--- config.mk ---
export PLATFORM = sky130hd
export DESIGN_NAME = program_counter_sequencer
export DESIGN_NICKNAME = d
export VERILOG_FILES = /design/src/rtl/program_counter_sequencer.sv
export SDC_FILE = /design/constraint.sdc
export NUM_CORES = 1
export LEC_CHECK = 0
export ABC_AREA = 1
export CORE_AREA = 2 2 39 41
export CTS_BUF_LIST = sky130_fd_sc_hd__clkbuf_4 sky130_fd_sc_hd__clkbuf_8 sky130_fd_sc_hd__clkbuf_16
export DETAILED_ROUTE_END_ITERATION = 8
export DIE_AREA = 0 0 41 43
export PLACE_DENSITY_LB_ADDON = 0.15
export SLEW_MARGIN = 10
export SYNTH_ARGS = -nofsm -noshare
export SYNTH_HDL_FRONTEND = slang
export SYNTH_SLANG_ARGS = --single-unit
--- constraint.sdc ---
create_clock -name clock -period 1.69 [get_ports clock]
set_input_delay 0.338 -clock clock [delete_from_list [all_inputs] [get_ports clock]]
set_output_delay 0.338 -clock clock [all_outputs]
set_load 0.03 [all_outputs]
--- src/rtl/program_counter_sequencer.sv ---
// program_counter_sequencer
//
// Control FSM for the CPU program counter. It runs the instruction fetch
// handshake, waits for the decoder, chooses which source the PC register loads
// and when, and runs the two-step trap entry. In trap entry the exception PC is
// captured first and the trap vector is loaded on the next cycle.
//
// Optional build macro: PC_SEQUENCER_INTERRUPT_EN
//   defined   - interruptRequest seen at an instruction boundary (DECODE) traps
//               to the exception vector in place of running the instruction.
//   undefined - interruptRequest is accepted on the port but has no effect.
//
// Ports
//   clock              in   rising-edge clock
//   reset              in   synchronous, active-high; forces IDLE
//   fetchReady         in   instruction word for the current PC is available
//   fetchFault         in   fetch fault, qualified by fetchReady
//   fetchTlbMiss       in   user-space fetch TLB miss, qualified by fetchReady
//   instructionValid   in   decoder outputs are stable
//   instructionKind    in   0 seq, 1 branch, 2 jump, 3 jump-reg, 4 halt, 5-7 illegal
//   branchTaken        in   branch condition for kind 1
//   executeFault       in   execute/data exception, qualified by instructionValid
//   executeTlbMiss     in   user-space data TLB miss, qualified by instructionValid
//   interruptRequest   in   pending unmasked interrupt
//   fetchRequest       out  fetch at the current PC
//   pcWriteEnable      out  PC register write strobe
//   pcWriteDataSource  out  PC source select (PC_SOURCE_* codes)
//   epcCapture         out  save the current PC into the exception PC register
//   halted             out  sequencer has stopped

module program_counter_sequencer (
    input  logic       clock,
    input  logic       reset,
    input  logic       fetchReady,
    input  logic       fetchFault,
    input  logic       fetchTlbMiss,
    input  logic       instructionValid,
    input  logic [2:0] instructionKind,
    input  logic       branchTaken,
    input  logic       executeFault,
    input  logic       executeTlbMiss,
    input  logic       interruptRequest,
    output logic       fetchRequest,
    output logic       pcWriteEnable,
    output logic [2:0] pcWriteDataSource,
    output logic       epcCapture,
    output logic       halted
);

    // PC source codes shared with the PC register (ProgramCounterConstants).
    localparam logic [2:0] PC_SOURCE_INCREMENT     = 3'd0;
    localparam logic [2:0] PC_SOURCE_ADD_IMMEDIATE = 3'd1;
    localparam logic [2:0] PC_SOURCE_ADD_OFFSET    = 3'd2;
    localparam logic [2:0] PC_SOURCE_EXPLICIT      = 3'd3;
    localparam logic [2:0] PC_SOURCE_EXCEPTION     = 3'd4;
    localparam logic [2:0] PC_SOURCE_USER_TLB_MISS = 3'd5;

    localparam logic [2:0] STATE_IDLE        = 3'd0;
    localparam logic [2:0] STATE_FETCH       = 3'd1;
    localparam logic [2:0] STATE_DECODE      = 3'd2;
    localparam logic [2:0] STATE_UPDATE      = 3'd3;
    localparam logic [2:0] STATE_TRAP_SAVE   = 3'd4;
    localparam logic [2:0] STATE_TRAP_VECTOR = 3'd5;
    localparam logic [2:0] STATE_HALT        = 3'd6;

    logic [2:0] r_state;
    logic [2:0] r_source;
    logic [2:0] w_nextState;
    logic [2:0] w_nextSource;
    logic       w_interruptTrap;

`ifdef PC_SEQUENCER_INTERRUPT_EN
    assign w_interruptTrap = interruptRequest;
`else
    // The port stays for pin compatibility; masking it to zero keeps it
    // referenced while guaranteeing it never influences the sequence.
    assign w_interruptTrap = interruptRequest & 1'b0;
`endif

    // Next-state logic. The same source register carries the PC source for a
    // normal update and the trap vector select, so UPDATE and TRAP_VECTOR
    // both just present r_source.
    always_comb begin
        w_nextState  = r_state;
        w_nextSource = r_source;
        case (r_state)
            STATE_IDLE: begin
                w_nextState = STATE_FETCH;
            end
            STATE_FETCH: begin
                if (fetchReady) begin
                    if (fetchTlbMiss) begin
                        w_nextState  = STATE_TRAP_SAVE;
                        w_nextSource = PC_SOURCE_USER_TLB_MISS;
                    end else if (fetchFault) begin
                        w_nextState  = STATE_TRAP_SAVE;
                        w_nextSource = PC_SOURCE_EXCEPTION;
                    end else begin
                        w_nextState = STATE_DECODE;
                    end
                end
            end
            STATE_DECODE: begin
                // Priority: data TLB miss, execute fault, illegal kind,
                // interrupt, halt, then the normal PC update.
                if (instructionValid) begin
                    if (executeTlbMiss) begin
                        w_nextState  = STATE_TRAP_SAVE;
                        w_nextSource = PC_SOURCE_USER_TLB_MISS;
                    end else if (executeFault || (instructionKind > 3'd4) || w_interruptTrap) begin
                        w_nextState  = STATE_TRAP_SAVE;
                        w_nextSource = PC_SOURCE_EXCEPTION;
                    end else if (instructionKind == 3'd4) begin
                        w_nextState = STATE_HALT;
                    end else begin
                        w_nextState = STATE_UPDATE;
                        case (instructionKind)
                            3'd1:    w_nextSource = branchTaken ? PC_SOURCE_ADD_IMMEDIATE
                                                                : PC_SOURCE_INCREMENT;
                            3'd2:    w_nextSource = PC_SOURCE_ADD_OFFSET;
                            3'd3:    w_nextSource = PC_SOURCE_EXPLICIT;
                            default: w_nextSource = PC_SOURCE_INCREMENT;
                        endcase
                    end
                end
            end
            STATE_UPDATE:      w_nextState = STATE_FETCH;
            STATE_TRAP_SAVE:   w_nextState = STATE_TRAP_VECTOR;
            STATE_TRAP_VECTOR: w_nextState = STATE_FETCH;
            STATE_HALT:        w_nextState = STATE_HALT;
            default:           w_nextState = STATE_IDLE;
        endcase
    end

    // State and source registers; reset wins from every state, so an update
    // or trap in flight is abandoned cleanly.
    always_ff @(posedge clock) begin
        if (reset) begin
            r_state  <= STATE_IDLE;
            r_source <= PC_SOURCE_INCREMENT;
        end else begin
            r_state  <= w_nextState;
            r_source <= w_nextSource;
        end
    end

    // Moore outputs. The source select idles at INCREMENT whenever no write
    // is in progress so the PC register input is never undefined.
    always_comb begin
        fetchRequest      = 1'b0;
        pcWriteEnable     = 1'b0;
        pcWriteDataSource = PC_SOURCE_INCREMENT;
        epcCapture        = 1'b0;
        halted            = 1'b0;
        case (r_state)
            STATE_FETCH: fetchRequest = 1'b1;
            STATE_UPDATE, STATE_TRAP_VECTOR: begin
                pcWriteEnable     = 1'b1;
                pcWriteDataSource = r_source;
            end
            STATE_TRAP_SAVE: epcCapture = 1'b1;
            STATE_HALT:      halted     = 1'b1;
            default: ;
        endcase
    end

endmodule

==> impl_metrics.json, run 1 <==
{
  "power_frac_comb": 0.429,
  "core_area_um2": 1384,
  "drive_gt1_frac": 0.2885,
  "powerDensity_nw_per_um2": 708.5,
  "grt_pass1_vias": 466,
  "reg2reg_depth": 9,
  "numCtsBuffers": 3,
  "gp_congestion": 0.8288,
  "seqPwrFrac": 0.333,
  "synth_top_cell_by_area": "dfxtp_1",
  "maxCapViolCount": 0,
  "cts-root-buf": "clkbuf_4",
  "dp_slack_ns": 0.08129,
  "hold-path-endpoint": "r_source[2]",
  "rsz0062_at_grt": "false",
  "synth-seq-cells": 6,
  "cts_tree": "built",
  "fin_crit_ns": 1.594,
  "clkPwrFrac": 0.238,
  "cp-end-kind": "output pin",
  "fillers": 159,
  "skew_ns": 0.0004203,
  "hold_viol": 0,
  "overflow": 0,
  "row_count": 14,
  "min_from": "r_source[2]",
  "die_x_um": 41,
  "vias": 531,
  "syn_nets": 93,
  "worst_slack_ns": 0.09589,
  "swShare": 0.3436,
  "cp.arrival_ns": 1.26,
  "final_cell_mix": "nand2_1 (16), inv_1 (15), clkdlybuf4s50_1 (11)",
  "htree_levels": 1,
  "synth_seq_area_share": 0.2406,
  "hpwlAfterDp_um": 876.9,
  "grt_max_degree": 8,
  "grt_pass1_wl_um": 1662,
  "clock.fmax_ghz": 0.6273,
  "status": "finished clean",
  "synth.top_cell.area_share": 0.2406,
  "path_class": "flop to output pin",
  "r2r-end": "r_source[1]",
  "synth.distinct_cells": 19,
  "reg2reg_slack_ns": 0.41,
  "slew_headroom": 0.8037,
  "setup_viol": 0,
  "wl_um": 1015,
  "synth_area_per_cell_um2": 6.240,
  "pin_count": 20,
  "viasPerCell": 4.425,
  "rr_startpoint": "r_state[0]",
  "drc": 0,
  "p_int_uw": 339.2,
  "required_ns": 1.35,
  "antenna_found_initial": 0,
  "cts_sinks": 6,
  "post_drt_wl_per_cell_um": 8.458,
  "dieArea_um2": 1763,
  "yosys_warnings": 0,
  "worstSetupStartpointType": "flop",
  "diodes": 0,
  "post-route-period-util": 0.9433,
  "portBuffers": 18,
  "ir_drop_uv": 240.2,
  "synth_area_um2": 499.2,
  "clk_latency_ns": 0.23,
  "dieHeight_um": 43,
  "seq_area_um2": 120.1,
  "cts_buffer_depth": 2,
  "grt_usage": 0.1365,
  "finalMaxSlewViolations": 0,
  "post_cts_buffers": 0,
  "fin_total_pwr_uw": 516.8,
  "initial_core_util": 0.3608,
  "clk_pin_slew_worst_paths_ns": 0.04,
  "switching_power_uw": 177.6,
  "fin_nets": 119,
  "path_max_fanout": 4,
  "area_delta_synth_final_pct": 46.12,
  "drt_iter0_drc": 5,
  "final_common_cell": "nand2_1",
  "synthTopCellsByArea": "dfxtp_1 (24%), nand2_1 (12%), inv_1 (11%)",
  "hp-class": "flop to flop",
  "dr.pass1.iters": 3,
  "p_leak_nw": 0.3753,
  "multi_input_area_um2": 301.5,
  "syn_inst": 80,
  "worst-slew-pin-transition_ns": 0.2956,
  "holdPathStages": 2,
  "drtAntennaViolNets": 0,
  "setup_tns_ns": 0
}
worst max path at each step:
stage / from / to / slack, ns / cells past startpoint
2_1_floorplan: r_state[0] / epcCapture / 0.23 / 2
3_3_place_gp: r_state[2] / epcCapture / 0.06 / 3
3_5_place_dp: r_state[2] / epcCapture / 0.08 / 3
4_1_cts: r_state[1] / pcWriteDataSource[2] / 0.03 / 6
5_1_grt: r_state[1] / pcWriteDataSource[1] / 0.01 / 6
6_report: r_state[1] / pcWriteDataSource[2] / 0.1 / 6
kinds of logic (layout without fill, tap and decap cells):
family,count (synthesis),in the layout,share of synthesized area
AND/OR/NAND/NOR,48,48,0.5088
buffers and inverters,20,44,0.1654
AO/OA/AOI/OAI,6,6,0.08521
flip-flops,6,6,0.2406
sequential cells by signal (all words and copies together) (netlist names):
register,flops
r_source,3
r_state,3
power groups by stage:
| stage | Clock (mW) | Combinational [mW] | Sequential (mW) |
|---|---|---|---|
| finish | 0.123 | 0.222 | 0.172 |
| global route | 0.138 | 0.246 | 0.174 |
| CTS | 0.130 | 0.220 | 0.172 |
| detailed placement | 0 | 0.221 | 0.174 |
| global placement | 0 | 0.221 | 0.174 |
| floorplan | 0 | 0.146 | 0.175 |
synth_stat cells:
master and number:
nor3_1 2, nor2_4 1, dfxtp_1 6, nand3_1 6
inv_2 4, o211a_1 1, nand2_2 2, or2_1 1
o21ai_1 1, nand2_1 16, inv_1 15, nor2_1 10
nand4_1 2, nand3b_2 1, a21oi_1 2, nand3_2 5
nor2_2 2, a21oi_2 2, buf_6 1
stage by stage:
stage,instances,util,hold WS (ns),cell area [um^2]
finish,120,0.5271,0.4645,729.5
floorplan,80,-,0.4004,499.2
global route,120,0.5271,0.4749,729.5
CTS,120,0.5235,0.4671,724.4
detailed placement,117,0.5081,0.4607,703.2
global placement,117,0.5081,0.4571,703.2
routing by layer:
layer / global-route usage / part of all wire / up-vias
li1: - / - / 297
met1: 0.1833 / 0.48 / 220
met2: 0.1906 / 0.48 / 14
met3: 0.03141 / 0.038 / 0
met4: 0.08000 / 0 / 0
met5: 0 / 0 / -
area by class of cell:
| class | count | area share |
|---|---|---|
| tap | 16 | 0.02744 |
| timing repair buffer | 22 | 0.2659 |
| clock buffer | 3 | 0.03087 |
| multi-input combinational | 54 | 0.4134 |
| inverter | 19 | 0.09777 |
| sequential | 6 | 0.1647 |
critical path, stage by stage (launching register included):
cell and delay (ns):
dfxtp_1 0.30, buf_4 0.16, nor2_4 0.16, inv_1 0.05, nand3_1 0.13, nor2_1 0.06
buf_4 0.16
timing repair:
item | in CTS | in global routing
gates cloned | 0 | 0
endpoints found under the setup margin | 1 | 4
hold buffers | 0 | 0
resized for setup | 1 | 1
(Power assumes the default switching activity.)
==> inputs of run 2 (changes only) <==
ABC_CLOCK_PERIOD_IN_PS = 1690   (was not set)
==> results of run 2 <==
The final DEF is identical to that of run 1; final timing and power are the same.
==> inputs of run 3 (changes only) <==
ABC_CLOCK_PERIOD_IN_PS = 1790   (was 1690)
CAP_MARGIN = 15   (was not set)
clock period = 1.79 ns   (was 1.69 ns; I/O delays follow)
==> impl_metrics.json, run 3 (same netlist as run 1, synthesis figures left out) <==
{
  "status": "finished clean",
  "cp.arrival_ns": 1.29,
  "row_count": 14,
  "grt_pass1_wl_um": 1821,
  "drc": 0,
  "pin_count": 20,
  "setup_viol": 0,
  "drt_iter0_drc": 6,
  "reg_top3": "r_source: 3 flops, r_state: 3 flops",
  "crit_buf_inv": 2,
  "hold_viol": 0,
  "use_met3": 0.02094,
  "initial_core_util": 0.3608,
  "maxCapViolCount": 0,
  "gp_congestion": 0.8490,
  "grt_pass1_vias": 497,
  "grt_max_degree": 6,
  "place_area_um2": 715.7,
  "final_common_cell": "nand2_1",
  "top_usage_layer": "met2",
  "cts_tree": "built",
  "vias": 541,
  "crit_chain": "nand2_1, inv_2, dlygate4sd2_1",
  "antenna_found_initial": 0,
  "path_max_fanout": 5,
  "numCtsBuffers": 3,
  "p_leak_nw": 0.3820,
  "rsz0062_at_grt": "false",
  "required_ns": 1.43,
  "drive_gt1_frac": 0.2857,
  "met2_usage": 0.2250,
  "powerDensity_nw_per_um2": 666.1,
  "post-route-period-util": 0.9222,
  "clock.fmax_ghz": 0.6058,
  "viasPerCell": 4.471,
  "dr.pass1.iters": 3,
  "clk_latency_ns": 0.23,
  "cts_buffer_depth": 2,
  "finalMaxSlewViolations": 0,
  "overflow": 0,
  "setup_tns_ns": 0,
  "dp.cells": 118,
  "hp-class": "flop to flop",
  "cts_sinks": 6,
  "fin_area_um2": 735.7,
  "use_met1": 0.1935,
  "final_cell_mix": "nand2_1 (16), inv_1 (15), clkdlybuf4s50_1 (11)",
  "path_class": "flop to output pin",
  "dieHeight_um": 43,
  "critPathTopFamily": "flip-flops",
  "post_cts_buffers": 0,
  "fin_crit_ns": 1.651,
  "worstSetupStartpointType": "flop",
  "grt_usage": 0.1447,
  "fillers": 153,
  "dieArea_um2": 1763,
  "skew_ns": 0.001368,
  "wl_um": 1042,
  "worst-slew-pin-transition_ns": 0.3003,
  "worst_path_largest_cell_delay_ns": 0.46,
  "ir_drop_uv": 226.4,
  "diodes": 0,
  "htree_levels": 1,
  "area_delta_synth_final_pct": 47.37,
  "post_drt_wl_per_cell_um": 8.612,
  "critPathSlowestCell": "dfxtp_1",
  "core_area_um2": 1384,
  "clk_pin_slew_worst_paths_ns": 0.04,
  "portBuffers": 18,
  "slew_headroom": 0.8006,
  "die_x_um": 41,
  "hpwlAfterDp_um": 916.2,
  "cp-end-kind": "output pin",
  "fin_nets": 120,
  "instances_no_fill": 121,
  "drtAntennaViolNets": 0,
  "cts-root-buf": "clkbuf_4"
}
[run 3: layout make-up]
cell class	instances	area (um^2)	area share
Inverter	19	71.32	0.09694
Clock buffer	3	22.52	0.03061
Timing Repair Buffer	23	203.9	0.2772
Tap cell	16	20.02	0.02721
Sequential cell	6	121.4	0.1650
Multi-Input combinational cell	54	296.5	0.4031
[run 3: routing by layer]
metal  part of all wire  vias up  wire length [um]
met5                  0        -                 0
met4                  0        0                 0
met3              0.042        0                44
met2               0.49       14               512
met1               0.46      231               484
li1                   -      296                 -
[run 3: through the flow]
step / hold slack [ns] / setup slack, ns / util / power [mW]
after CTS: 0.4704 / 0.05603 / 0.5307 / 0.4968
after global routing: 0.4950 / 0.01175 / 0.5316 / 0.5302
after detailed placement: 0.4638 / 0.05719 / 0.5172 / 0.3818
final: 0.4698 / 0.1393 / 0.5316 / 0.4900
after global placement: 0.4563 / 0.06091 / 0.5172 / 0.3784
after floorplan: 0.4204 / 0.3094 / - / 0.3030
[run 3: worst paths after layout]
kind	start	endpoint	slack (ns)	cells after the start
hold / removal	r_source[2]	r_source[2]	0.47	2
setup / recovery	r_state[0]	fetchRequest	0.14	3
hold reg to reg	r_source[2]	r_source[2]	0.47	2
setup reg to reg	r_state[0]	r_source[0]	0.45	9
[run 3: worst min-delay path, cell delays in order, from the launching register on]
cell	delay, ns
dfxtp_1	0.31
nand2_1	0.07
a21oi_2	0.04
[run 3: where the power goes]
part	switching [mW]	internal [mW]	total (mW)
registers	0.0189	0.153	0.172
clock network	0.0417	0.0754	0.117
logic	0.108	0.0935	0.201
[run 3: timing repair]
item,in CTS,in global routing
setup endpoints to repair,3,4
endpoints found under the hold margin,0,0
resized for setup,3,1
hold buffers,0,0
pin swaps,0,0
gates cloned,0,0
